--- src/rtl/udm_mem_arbiter_pkg.sv ---
// Shared types and constants for the two-master memory arbiter and its picker.
package udm_mem_arbiter_pkg;

   localparam int unsigned NUM_MASTERS = 2;

   typedef enum logic [1:0] {
      IDLE      = 2'd0,
      ISSUE     = 2'd1,
      WAIT_RESP = 2'd2
   } arb_state_e;

   typedef logic owner_t;

   localparam owner_t MASTER_CPU = 1'b0;
   localparam owner_t MASTER_DBG = 1'b1;

   // Encode a one-hot two-way grant as the owning master id.
   function automatic owner_t grant_owner(input logic [NUM_MASTERS-1:0] grant);
      return grant[MASTER_DBG] ? MASTER_DBG : MASTER_CPU;
   endfunction

endpackage

--- src/rtl/udm_arb2_pick.sv ---
// Combinational two-way picker returning a one-hot grant.
// MEM_ARB_ROUND_ROBIN_EN: pointer breaks ties; undefined: debug master always wins ties.
module udm_arb2_pick
   import udm_mem_arbiter_pkg::*;
(
   input  logic [NUM_MASTERS-1:0] req,
   input  owner_t                 ptr,
   output logic [NUM_MASTERS-1:0] grant
);

`ifdef MEM_ARB_ROUND_ROBIN_EN
   always_comb begin
      grant = req;
      if (&req) begin
         grant = (ptr == MASTER_DBG) ? 2'b10 : 2'b01;
      end
   end
`else
   // Fixed priority has no use for the pointer.
   logic unused_ptr;
   assign unused_ptr = ptr;

   always_comb begin
      grant = req;
      if (req[MASTER_DBG]) begin
         grant = 2'b10;
      end
   end
`endif

endmodule

--- src/rtl/udm_mem_arbiter.sv ---
// Shares one req/ack memory port between the core data bus (m0) and the UART debug bus (m1).
// Tie-break policy lives in udm_arb2_pick and is selected by MEM_ARB_ROUND_ROBIN_EN.
module udm_mem_arbiter
   import udm_mem_arbiter_pkg::*;
#(
   parameter int unsigned ADDR_WIDTH = 32,
   parameter int unsigned DATA_WIDTH = 32
)(
   input  logic                    clk_i,
   input  logic                    arstn_i,

   input  logic                    m0_req_i,
   output logic                    m0_ack_o,
   input  logic                    m0_we_i,
   input  logic [ADDR_WIDTH-1:0]   m0_addr_i,
   input  logic [DATA_WIDTH/8-1:0] m0_be_i,
   input  logic [DATA_WIDTH-1:0]   m0_wdata_i,
   output logic                    m0_resp_o,
   output logic [DATA_WIDTH-1:0]   m0_rdata_o,

   input  logic                    m1_req_i,
   output logic                    m1_ack_o,
   input  logic                    m1_we_i,
   input  logic [ADDR_WIDTH-1:0]   m1_addr_i,
   input  logic [DATA_WIDTH/8-1:0] m1_be_i,
   input  logic [DATA_WIDTH-1:0]   m1_wdata_i,
   output logic                    m1_resp_o,
   output logic [DATA_WIDTH-1:0]   m1_rdata_o,

   output logic                    s_req_o,
   input  logic                    s_ack_i,
   output logic                    s_we_o,
   output logic [ADDR_WIDTH-1:0]   s_addr_o,
   output logic [DATA_WIDTH/8-1:0] s_be_o,
   output logic [DATA_WIDTH-1:0]   s_wdata_o,
   input  logic                    s_resp_i,
   input  logic [DATA_WIDTH-1:0]   s_rdata_i
);

   arb_state_e             state_q;
   arb_state_e             state_d;
   owner_t                 owner_q;
   owner_t                 ptr_q;
   owner_t                 win;
   logic [NUM_MASTERS-1:0] req;
   logic [NUM_MASTERS-1:0] grant;
   logic                   accept;

   assign req = {m1_req_i, m0_req_i};

   udm_arb2_pick u_pick (
      .req   (req),
      .ptr   (ptr_q),
      .grant (grant)
   );

   assign accept = (state_q == IDLE) && (|req);
   assign win    = grant_owner(grant);

   // Acks and response strobes are combinational so a master sees them in the same cycle.
   assign m0_ack_o   = (state_q == IDLE) && grant[MASTER_CPU];
   assign m1_ack_o   = (state_q == IDLE) && grant[MASTER_DBG];
   assign m0_resp_o  = (state_q == WAIT_RESP) && s_resp_i && (owner_q == MASTER_CPU);
   assign m1_resp_o  = (state_q == WAIT_RESP) && s_resp_i && (owner_q == MASTER_DBG);
   assign m0_rdata_o = s_rdata_i;
   assign m1_rdata_o = s_rdata_i;

   // Next-state logic.
   always_comb begin
      state_d = state_q;
      unique case (state_q)
         IDLE:      if (accept)   state_d = ISSUE;
         ISSUE:     if (s_ack_i)  state_d = s_we_o ? IDLE : WAIT_RESP;
         WAIT_RESP: if (s_resp_i) state_d = IDLE;
         default:                 state_d = IDLE;
      endcase
   end

   // State, owner, pointer and the registered slave request.
   always_ff @(posedge clk_i or negedge arstn_i) begin
      if (!arstn_i) begin
         state_q   <= IDLE;
         owner_q   <= MASTER_CPU;
         ptr_q     <= MASTER_CPU;
         s_req_o   <= 1'b0;
         s_we_o    <= 1'b0;
         s_addr_o  <= '0;
         s_be_o    <= '0;
         s_wdata_o <= '0;
      end else begin
         state_q <= state_d;
         if (accept) begin
            owner_q   <= win;
            ptr_q     <= owner_t'(~win);
            s_req_o   <= 1'b1;
            s_we_o    <= (win == MASTER_DBG) ? m1_we_i    : m0_we_i;
            s_addr_o  <= (win == MASTER_DBG) ? m1_addr_i  : m0_addr_i;
            s_be_o    <= (win == MASTER_DBG) ? m1_be_i    : m0_be_i;
            s_wdata_o <= (win == MASTER_DBG) ? m1_wdata_i : m0_wdata_i;
         end else if ((state_q == ISSUE) && s_ack_i) begin
            s_req_o <= 1'b0;
         end
      end
   end

endmodule
--- config.mk ---
export PLATFORM = sky130hd
export DESIGN_NAME = udm_mem_arbiter
export DESIGN_NICKNAME = d
export VERILOG_FILES = /design/src/rtl/udm_mem_arbiter_pkg.sv /design/src/rtl/udm_arb2_pick.sv /design/src/rtl/udm_mem_arbiter.sv
export SDC_FILE = /design/constraint.sdc
export NUM_CORES = 1
export LEC_CHECK = 0
export BUFFER_PORTS_ARGS = -buffer_cell sky130_fd_sc_hd__buf_2
export CORE_AREA = 2 2 121 123
export DETAILED_ROUTE_END_ITERATION = 6
export DIE_AREA = 0 0 123 125
export SETUP_SLACK_MARGIN = 0.02
export SYNTH_ARGS = -nofsm -noshare
export SYNTH_HDL_FRONTEND = slang
export SYNTH_SLANG_ARGS = --single-unit
--- constraint.sdc ---
create_clock -name clk_i -period 2.2 [get_ports clk_i]
set_clock_uncertainty 0.15 [all_clocks]
set_input_delay 0.66 -clock clk_i [delete_from_list [all_inputs] [get_ports clk_i]]
set_output_delay 0.66 -clock clk_i [all_outputs]
set_load 0.01 [all_outputs]
### After elaboration in Yosys (flattened, before gate mapping)

Cells that the tools add are included.

* eq/ne operators: 5
* multiplexer cells: 13
* bitwise operators: 1
* reduce and logical (&&, ||, !) cells: 11

Operators with widths (number)
* $mux W32: 2
* $mux W2: 5
* $logic_and A1 B1 Y1: 7
* $ne A2 B2 Y1 const B: 3
* $pmux W2 S3: 1
* $mux W1: 4
* $mux W4: 1
* $reduce_and A3 Y1: 1
* $eq A2 B1 Y1 const B: 1
* $eq A2 B2 Y1 const B: 1
* $logic_not A2 Y1: 1
* $reduce_bool A2 Y1: 1
* $reduce_or A2 Y1: 1
* $not A1 Y1: 1

* bits in registers: 73
* input bits: 176
* output and inout port bits: 138
* logic and storage cells: 37

### Longest topological paths before layout

* depth after elaboration: 4
* depth in mapped cells: 6
* mapped depth without buffers: 3

### Cells and area by module

From an unflattened synthesis, not the netlist that was laid out.

* cells, all modules: 312
* area, all modules: 4164.0 um^2

By module, submodules not included
* udm_mem_arbiter: instances 1, cells an instance 310, area each 4142.7 um^2, sequential area each 1851.8 um^2
* udm_arb2_pick: instances 1, cells an instance 2, area each 21.3 um^2, sequential area each 0.0 um^2

### Worst setup path before layout

Ideal clock, no wire load.

* path type: input to output
* start point: input port m1_req_i
* end point: output port m0_ack_o
* arrival: 1493 ps
* required time: 1390 ps
* slack: -103 ps
* stages: 3
* buffers on the path: 2
* path through: buf_6 clkbuf_1 nor4b_1

* cells in the longest elaborated chain, start to end: 2

Ends and longest elaborated chain
* start: declaration: line udm_mem_arbiter.sv:21 `input logic m1_req_i,`
* $mux W2: line udm_arb2_pick.sv:25 `if (req[MASTER_DBG]) begin`
* $logic_and A1 B1 Y1: line udm_mem_arbiter.sv:61 `assign m0_ack_o = (state_q == IDLE) && grant[MASTER_CPU];`
* end: declaration: line udm_mem_arbiter.sv:13 `output logic m0_ack_o,`

Every way passes these cells.

### Worst setup path in the final report

Ends and elaborated chain as after synthesis.

==> metrics.txt <==
Mapped Area 4100 um2; largest cells by area after synthesis dfrtp_1 45%, mux2_2 35%, buf_4 12%; CP arrival 1.29 ns; Starting DRT DRC Count 63; Fillers 1,398; Seq/Total Area, Yosys 44.6%; area of the multi-input gates 1720 um2; HPWL Detailed 7900 um; syn nets 484; sequential cell area 1830 um2; number of CTS-inserted buffers 9; largest net degree at the start of global routing 74; Die Wd 123 um; CP required 1.39 ns; CP Capture Type output port; total wire length 10,100 um; Avg Inst Size Synth 13.3 um2; Critical-path top delay cell nor4b_4; initial core utilization 28.9%; Max clock buf depth 2; CTS Hold Buffers Added 0; top cell type's share of synthesized area 44.6%; first-pass detailed-route iteration total 4; most frequent cells in the layout 215 x buf_2, 128 x mux2_2, 71 x dfrtp_1, 10 x mux2_4, 9 x clkbuf_16; Setup Fix Bufs, Post-CTS 0; critical-path maximum fanout 9; Avg Vias per Cell 4.37; CTS tree yes; Ports 314; Least-Margin Pin Slew 0.389 ns; hold crit path type input pin to async pin; setup_tns 0 ns; Placer Congestion 0.704; CP startpoint kind input pin; # clock sinks 73; Unique masters post-synth 20; Diodes inserted 0; all-layer global routing usage 13.1%; maximum vdd ir drop 0.700 mV; clock latency on the worst-skew pair 0.33 ns; first-pass GRT wire length 15,200 um; area grow syn2layout 28.8%; share of layout cells above drive strength 1 81.6%; H-tree depth 3; GR Overflow Total 0; std cell rows 44; initial antenna violation count 0; maximum clock frequency 475 MHz; CP Class input pin to output port; leakage 0.00253 uW; routed len/inst 15.5 um; Max-cap violations 0; Max Transition Viols Final 0; critical path's largest stage delay 0.28 ns; Final Cycle Share 95.6%; port bufs 217; Post-Synthesis Cells 308; via count 2,850; vias in the first global route 3,008; power per cell area 1280 nW/um2; worst path cell trace buf_4 -> nor4b_4 -> buf_2; fin util 37.2%; Die Ht 125 um; post-route antenna net violation count 0; Setup Viol. Count Final 0; flops & latches, synth 73; worst rel slew slack 74.1%; status complete, no violations; # nets final 639; Die Footprint 15,400 um2; unrepaired setup endpoints after global routing false; drc violations 0; Fin. Hold Viols 0; Clk pin slew, worst setup/hold paths 0.06 ns; Core ar. 14,200 um2; Root Driver clkbuf_16; most common cell after layout, fill and taps aside buf_2; Yosys top cell by area dfrtp_1; Yosys Warn Count 0; min Tclk post-route 2.10 ns
-- sequential cells by signal, summed over array words and instances (netlist names) --
| signal | count |
|---|---|
| owner_q | 1 |
| s_addr_o | 32 |
| s_be_o | 4 |
| s_req_o | 1 |
| s_wdata_o | 32 |
| s_we_o | 1 |
| state_q | 2 |
-- through the flow --
stage | cell area, um2 | hold WS [ns] | cells | worst slack (ns) | total power [uW]
finish | 5280 | 0.181 | 652 | 0.0957 | 6730
global route | 5280 | 0.203 | 652 | 0.0326 | 7180
CTS | 5270 | 0.193 | 652 | 0.00597 | 6850
detailed placement | 4960 | 0.340 | 636 | 0.0691 | 5310
global placement | 4960 | 0.328 | 636 | 0.0870 | 5230
floorplan | 4120 | 0.214 | 308 | 0.0289 | 4290
-- logic make-up after synthesis --
family / count (synthesis) / share of synthesized area, %
mux: 138 / 38.8
buf+inv: 81 / 14.3
flops: 73 / 44.6
simple gates: 10 / 1.34
compound gates: 6 / 0.946
-- metal layers --
| metal | GRT usage [%] | vias up | share of wire (%) |
|---|---|---|---|
| li1 | - | 1325 | - |
| met5 | 0 | - | 0 |
| met3 | 4.33 | 18 | 8.5 |
| met1 | 13.1 | 1346 | 35 |
| met2 | 24.5 | 161 | 54 |
| met4 | 5.41 | 0 | 2.1 |
-- where the power goes --
part           internal (uW)  switching [uW]  leakage, uW
logic                   1580            1240      0.00153
clock network            939             547     0.000149
registers               2050             376     0.000852
-- final cells by class --
class,count,share of cell area (%)
inverter,1,0.0711
multi-input combinational,154,32.5
clock buffer,12,4.86
clock inverter,4,0.972
tap,184,4.36
timing repair buffer,224,22.6
sequential,73,34.6
-- repair_timing --
item | 4_1_cts | 5_1_grt
pin swaps | 0 | 1
gates cloned | 0 | 0
setup endpoints to repair | 1 | 2
gates resized for setup | 1 | 3
-- critical path: cells and delay by family --
family,cells,cell delay [ns]
and+or+nand+nor,1,0.28
buffers and inverters,2,0.34
-- cell usage after synthesis --
cell,instances
nor3b_1,1
nor3_1,1
mux2_2,128
clkbuf_1,6
buf_6,3
o21a_1,1
nor4b_1,1
buf_4,65
o21ai_0,3
and2_1,1
nand2b_1,2
buf_2,5
a21o_1,1
o32ai_1,1
mux2_4,10
dfrtp_1,73
nor2_1,1
buf_8,1
nand2_1,3
inv_1,1
-- final timing paths --
| kind | start | to | slack [ns] | cells after the start |
|---|---|---|---|---|
| min in group clk_i | s_addr_o[30] | s_addr_o[30] | 0.35 | 1 |
| hold reg to reg | s_addr_o[30] | s_addr_o[30] | 0.35 | 1 |
| max in group asynchronous | arstn_i | state_q[0] | 1.39 | 2 |
| setup / recovery | m1_req_i | m0_ack_o | 0.1 | 3 |
| hold / removal | arstn_i | s_wdata_o[27] | 0.18 | 2 |
| setup reg to reg | state_q[1] | s_wdata_o[3] | 0.50 | 4 |
No activity file was read; power rests on OpenSTA's default activity.
